`src/rtl/imm_pack.sv`:
```
// Packs a 32-bit immediate into the RV32I immediate fields of a base instruction,
// flagging values that the selected format cannot represent. Two-stage valid/ready pipe.
module imm_pack #(
  parameter int CNT_W = 8
) (
  input  logic             clk,
  input  logic             rst_n,
  input  logic             in_valid,
  output logic             in_ready,
  input  logic [31:0]      base_inst,
  input  logic [2:0]       imm_type,
  input  logic [31:0]      imm,
  output logic             out_valid,
  input  logic             out_ready,
  output logic [31:0]      out_inst,
  output logic             out_err,
  input  logic             err_clr,
  output logic [CNT_W-1:0] err_cnt
);

  localparam logic [2:0] NOIMM = 3'd0;
  localparam logic [2:0] ITYPE = 3'd1;
  localparam logic [2:0] STYPE = 3'd2;
  localparam logic [2:0] BTYPE = 3'd3;
  localparam logic [2:0] UTYPE = 3'd4;
  localparam logic [2:0] JTYPE = 3'd5;

  function automatic logic [31:0] pack_imm(input logic [31:0] base,
                                           input logic [2:0]  typ,
                                           input logic [31:0] val);
    logic [31:0] r;
    r = base;
    case (typ)
      ITYPE: r[31:20] = val[11:0];
      STYPE: begin
        r[31:25] = val[11:5];
        r[11:7]  = val[4:0];
      end
      BTYPE: begin
        r[31]    = val[12];
        r[30:25] = val[10:5];
        r[11:8]  = val[4:1];
        r[7]     = val[11];
      end
      UTYPE: r[31:12] = val[31:12];
      JTYPE: begin
        r[31]    = val[20];
        r[30:21] = val[10:1];
        r[20]    = val[11];
        r[19:12] = val[19:12];
      end
      default: r = base;
    endcase
    return r;
  endfunction

  // A field is representable when every bit above it is a copy of its sign bit.
  function automatic logic imm_err(input logic [2:0]  typ,
                                   input logic [31:0] val);
    logic e;
    case (typ)
      NOIMM:         e = 1'b0;
      ITYPE, STYPE:  e = !((&val[31:11]) || !(|val[31:11]));
      BTYPE:         e = !((&val[31:12]) || !(|val[31:12])) || val[0];
      UTYPE:         e = |val[11:0];
      JTYPE:         e = !((&val[31:20]) || !(|val[31:20])) || val[0];
      default:       e = 1'b1;
    endcase
    return e;
  endfunction

  function automatic logic [CNT_W-1:0] sat_inc(input logic [CNT_W-1:0] c);
    return (&c) ? c : c + 1'b1;
  endfunction

  logic        vld_p1;
  logic [31:0] base_p1;
  logic [2:0]  type_p1;
  logic [31:0] imm_p1;
  logic        vld_p2;
  logic [31:0] inst_p2;
  logic        err_p2;
  logic [CNT_W-1:0] cnt_p2;
  logic        adv_p2;

  assign adv_p2   = !vld_p2 || out_ready;
  assign in_ready = !vld_p1 || adv_p2;

  // Stage 1: capture the raw beat
  always_ff @(posedge clk or negedge rst_n) begin
    if (!rst_n) begin
      vld_p1 <= 1'b0;
    end else if (in_ready) begin
      vld_p1 <= in_valid;
    end
  end

  always_ff @(posedge clk) begin
    if (in_valid && in_ready) begin
      base_p1 <= base_inst;
      type_p1 <= imm_type;
      imm_p1  <= imm;
    end
  end

  // Stage 2: packed instruction and representability flag
  always_ff @(posedge clk or negedge rst_n) begin
    if (!rst_n) begin
      vld_p2  <= 1'b0;
      inst_p2 <= '0;
      err_p2  <= 1'b0;
    end else if (adv_p2) begin
      vld_p2 <= vld_p1;
      if (vld_p1) begin
        inst_p2 <= pack_imm(base_p1, type_p1, imm_p1);
        err_p2  <= imm_err(type_p1, imm_p1);
      end
    end
  end

  always_ff @(posedge clk or negedge rst_n) begin
    if (!rst_n) begin
      cnt_p2 <= '0;
    end else if (err_clr) begin
      cnt_p2 <= '0;
    end else if (vld_p2 && out_ready && err_p2) begin
      cnt_p2 <= sat_inc(cnt_p2);
    end
  end

  assign out_valid = vld_p2;
  assign out_inst  = inst_p2;
  assign out_err   = err_p2;
  assign err_cnt   = cnt_p2;

endmodule

```
`config.mk`:
```
export PLATFORM = sky130hd
export DESIGN_NAME = imm_pack
export DESIGN_NICKNAME = d
export VERILOG_FILES = /design/src/rtl/imm_pack.sv
export SDC_FILE = /design/constraint.sdc
export NUM_CORES = 1
export LEC_CHECK = 0
export BUFFER_PORTS_ARGS = -buffer_cell sky130_fd_sc_hd__buf_2
export CAP_MARGIN = 20
export CORE_ASPECT_RATIO = 1.75
export CORE_MARGIN = 1.5
export CORE_UTILIZATION = 50
export CTS_CLUSTER_DIAMETER = 100
export CTS_CLUSTER_SIZE = 8
export DETAILED_ROUTE_END_ITERATION = 7
export HOLD_SLACK_MARGIN = 0.05
export PLACE_DENSITY = 0.76
export SYNTH_ARGS = -nofsm -noshare
export SYNTH_HDL_FRONTEND = slang
export SYNTH_SLANG_ARGS = --single-unit
```
`constraint.sdc`:
```
create_clock -name clk -period 4.9 [get_ports clk]
set_input_delay 0.735 -clock clk [delete_from_list [all_inputs] [get_ports clk]]
set_output_delay 0.735 -clock clk [all_outputs]
set_load 0.05 [all_outputs]
```
# After elaboration in Yosys (flattened, before gate mapping)
# Cells that the tools add are included.
totals:
  inputBits: 72
  ff_bits: 110
op_classes:
  mux: 8
  eq_ne: 6
  n_reduce_logical: 32
  addsub: 1
op_table:
  columns: ["op", "n"]
  rows:
  - ["2-to-1 mux 8 bit", 4]
  - ["one-hot mux 7 bit (4 select lines)", 1]
  - ["OR reduction 12 bit", 2]
  - ["AND reduction 21 bit", 1]
  - ["OR reduction 21 bit", 1]
  - ["AND reduction 20 bit", 1]
  - ["OR reduction 20 bit", 1]
  - ["one-hot mux 5 bit (3 select lines)", 1]
  - ["AND reduction 12 bit", 1]
  - ["one-hot mux 5 bit (2 select lines)", 1]
  - ["adder 8 x 1 -> 8 bit, second input constant", 1]
  - ["zero test 1 bit", 8]
  - ["AND reduction 8 bit", 1]
  - ["logical OR 1 bit", 7]
  - ["equality test 3 x 2 -> 1 bit, second input constant", 2]
  - ["equality test 3 bit, second input constant", 2]
  - ["one-hot mux 1 bit (5 select lines)", 1]
  - ["AND reduction 2 bit", 2]
  - ["OR reduction 2 bit", 2]
  - ["equality test 3 x 1 -> 1 bit, second input constant", 1]
  - ["logical AND 1 bit", 3]
  - ["zero test 3 bit", 1]
  - ["inequality test 2 bit, second input constant", 1]
  - ["nonzero test 2 bit", 1]

# Logic depth before layout (Yosys ltp)
depth:
  word_depth: 6
  ltp_mapped: 7
  depth_no_buf: 6

# Worst setup path after synthesis
# OpenSTA, ideal clock, no wires.
synth_path:
  kind: "input-to-reg"
  start: "in out_ready"
  end: "reg base_p1[0] (enable)"
  path_stages: 2
  required_time_ns: 4.468
  path_slack_ns: 1.621
  setup_ns: 0.432
  arrival_ns: 2.847
  cell_sequence: "nand3b_1 > and2_1"
synth_via:
  elab_chain_cells: 3
synth_lines:
  columns: ["item", "line", "text"]
  rows:
  - ["start: declaration", "14", "input logic out_ready,"]
  - ["logical OR 1 bit", "86", "assign adv_p2 = !vld_p2 || out_ready;"]
  - ["logical OR 1 bit", "87", "assign in_ready = !vld_p1 || adv_p2;"]
  - ["logical AND 1 bit", "99", "if (in_valid && in_ready) begin"]
  - ["end signal: assignment", "100", "base_p1 <= base_inst;"]
  - ["end: declaration", "77", "logic [31:0] base_p1;"]
# No other way between the ends.
# A chain may end at the register's enable or synchronous reset.

# Final worst setup path
layout_path:
  start: "in out_ready"
  end: "reg type_p1[1] (enable)"
layout_via:
  elab_chain_cells: 3
layout_lines:
  columns: ["item", "line", "text"]
  rows:
  - ["logical OR 1 bit", "86", null]
  - ["logical OR 1 bit", "87", null]
  - ["logical AND 1 bit", "99", null]
  - ["end signal: assignment", "101", "type_p1 <= imm_type;"]
  - ["end: declaration", "78", "logic [2:0] type_p1;"]
# No other way between the ends.

==> results.sh <==
export IMPL_htreeDepth=3
export IMPL_drt_pass1_iterations=4
export IMPL_die_w_um=75.1
export IMPL_wl_um=9170
export IMPL_gp_congestion=0.812
export IMPL_antenna_found_initial=0
export IMPL_layout_commonest_cell="buf_2"
export IMPL_most_common_layout_cells="buf_2 (114), edfxtp_1 (67), nand2_1 (63)"
export IMPL_p_leak_nw=2.39
export IMPL_layout_min_cycle_time_ns=2.22
export IMPL_cts_resized=0
export IMPL_numCtsBuffers=9
export IMPL_nNetsFinal=537
export IMPL_clock_root_buffer="clkbuf_16"
export IMPL_yosys_top_cells_area="edfxtp_1 (44%), dfrtp_1 (24%), mux2i_1 (6.2%), nand2_1 (5.3%), o21ai_0 (4.4%)"
export IMPL_clockBufferDepth=2
export IMPL_grt_max_degree=59
export IMPL_gr_total_overflow=0
export IMPL_grt_pass1_wl_um=14200
export IMPL_slowest_delay_ns=0.76
export IMPL_worst_slew_margin_rel_pct=37.0
export IMPL_setup_viol=0
export IMPL_area_growth_syn_to_layout_pct=21.1
export IMPL_synth_ff_latch_count=110
export IMPL_p_switching_uw=686
export IMPL_met3_usage_pct=5.29
export IMPL_pwr_share_seq_pct=48.2
export IMPL_hpwl_um=6660
export IMPL_slew_viol_final=0
export IMPL_finalClockSkew_ns=0.00543
export IMPL_num_rows=45
export IMPL_hold_viol=0
export IMPL_pwr_share_clk_pct=33.8
export IMPL_synthCells=356
export IMPL_required_ns=4.91
export IMPL_p_sw_share_pct=28.8
export IMPL_critPathKind="in -> reg"
export IMPL_yosys_area_top_type="edfxtp_1"
export IMPL_grt_pass1_vias=2996
export IMPL_synthArstFlopShare_pct=39.1
export IMPL_syn_nets=429
export IMPL_cp_cell_sequence="buf_2, nand3b_1, and2_2, buf_4"
export IMPL_detail_route_wl_per_cell_um=15.6
export IMPL_cts_sinks=110
export IMPL_core_mm2=0.00873
export IMPL_remaining_drc_errors=0
export IMPL_crit_fanout=37
export IMPL_ios=115
export IMPL_antennaDiodeCount=0
export IMPL_drive_above_1_share_pct=29.6
export IMPL_fmax_ghz=0.450
export IMPL_path_clk_slew_ns=0.07
export IMPL_yosysSeqAreaShare_pct=67.9
export IMPL_arrival_ns=2.23
export IMPL_start_util_pct=52.1
export IMPL_vias_per_cell=5.29
export IMPL_cp_top_family="simple AND/OR/NAND/NOR gates"
export IMPL_ir_worst_vdd_mv=0.272
export IMPL_comb_power_share_pct=17.9
export IMPL_synth_top_cell_area_share_pct=44.2
export IMPL_die_height_um=129
export IMPL_ant_nets=0
export IMPL_cts_tree="built"
export IMPL_grtUsageMet2_pct=35.4
export IMPL_synth_enable_flop_cells=67
export IMPL_detail_route_iter0_violations=137
export IMPL_syn_mean_instance_area_um2=12.8
export IMPL_powerDensity_mw_per_mm2=432
export IMPL_final_util_pct=63.1
export IMPL_final_setup_tns_ns=0
export IMPL_path_buf_inv=2
export IMPL_cp_slowest_cell="and2_2"
export IMPL_die_area_mm2=0.00970
export IMPL_p_int_mw=1.69
export IMPL_status="complete, no violations"
export IMPL_fillCellCount=679
export IMPL_io_buffers=114
export IMPL_num_vias=3099
export IMPL_rsz0062_at_grt="no"
export IMPL_hold_path_class="reg -> reg"
export IMPL_grt_usage_pct=19.9
export IMPL_grt_busiest_layer="met2"
export IMPL_synth_cell_types=41
export IMPL_cts_setup_buffers=0
export IMPL_clk_latency_ns=0.34
export IMPL_crit_path_end_kind="flop"
export IMPL_critPathLaunchType="input pin"
export IMPL_synth_ff_type="edfxtp_1"
export IMPL_maxCapViolCount=0
export IMPL_syn_cell_area_mm2=0.00455
export IMPL_use_met1_pct=22.1
export IMPL_holdBufCountCts=0
export IMPL_worst_pin_slew_ns=0.945
export IMPL_fin_crit_sh_pct=45.3
export IMPL_yosys_warnings=0
## final timing paths
path	from	endpoint	slack [ns]	cells past startpoint
max reg2reg	vld_p1$_DFFE_PN0N_	type_p1[1]$_DFFE_PP_	2.77	3
min reg2reg	base_p1[6]$_DFFE_PP_	out_inst[6]$_DFFE_PN0P_	0.44	2
min	base_p1[6]$_DFFE_PP_	out_inst[6]$_DFFE_PN0P_	0.44	2
max in group asynchronous	rst_n	out_inst[18]$_DFFE_PN0P_	3.77	1
max	out_ready	type_p1[1]$_DFFE_PP_	2.68	4
min in group asynchronous	rst_n	out_inst[1]$_DFFE_PN0P_	0.53	1
## registers in the layout, summed over array words and instances (netlist names)
register and count:
base_p1 32, imm_p1 32, out_inst 32, err_cnt 8, type_p1 3, out_err 1, out_valid 1, vld_p1 1
## cell families (layout without fill, tap and decap cells)
family                   after synthesis  after routing  share of synthesized area [%]
AO/OA/AOI/OAI                         61             61                           8.06
XOR/XNOR                               8              8                           1.54
adder cells (fa/ha/maj)                1              1                          0.275
buffers and inverters                 19            132                           2.56
flip-flops                           110            110                           67.9
multiplexers                          29             29                           6.41
AND/OR/NAND/NOR                      128            128                           13.2
## layer usage
| metal | part of all wire, % | up-vias |
|---|---|---|
| met5 | 0 | - |
| met4 | 1.6 | 0 |
| met3 | 5.4 | 10 |
| met2 | 56 | 97 |
| met1 | 37 | 1484 |
| li1 | - | 1508 |
## stage by stage
stage / hold slack, ns / cell area (um2) / cells / total power, mW / setup slack, ns
floorplan: 0.415 / 4550 / 356 / 1.47 / 1.62
global route: 0.461 / 5510 / 586 / 2.47 / 2.51
global placement: 0.418 / 5170 / 570 / 1.59 / 2.38
detailed placement: 0.425 / 5170 / 570 / 1.60 / 2.29
CTS: 0.443 / 5510 / 586 / 2.40 / 2.65
finish: 0.440 / 5510 / 586 / 2.38 / 2.68
## worst register-to-register path, stage by stage (launching register included)
cell and delay (ns):
dfrtp_1 0.41, nand3b_1 0.14, and2_2 0.76, buf_4 0.49
## power groups by stage
stage	Clock, mW	Combinational [mW]	Sequential (mW)
after floorplan	0	0.131	1.34
final	0.805	0.427	1.15
after global routing	0.848	0.460	1.16
after detailed placement	0	0.431	1.17
after global placement	0	0.422	1.16
after CTS	0.820	0.432	1.15
## cell usage after synthesis (all sizes together) (5+ instances only)
| cell | count |
|---|---|
| a21oi | 7 |
| buf | 13 |
| clkbuf | 6 |
| dfrtp | 43 |
| edfxtp | 67 |
| mux2i | 28 |
| nand2 | 64 |
| nand2b | 5 |
| nand3 | 6 |
| nand4 | 8 |
| nor2 | 16 |
| nor2b | 7 |
| nor4 | 7 |
| o21ai | 41 |
| xor2 | 5 |
## final cells by class
class                      instances  area, um2  area share, %
clock inverter                     6        110           2.00
tap                              117        146           2.66
clock buffer                      10        229           4.16
multi-input combinational        227       1350           24.5
sequential                       110       3090           56.1
timing repair buffer             116        586           10.6
Note: power is estimated with default switching activity, not from simulation.
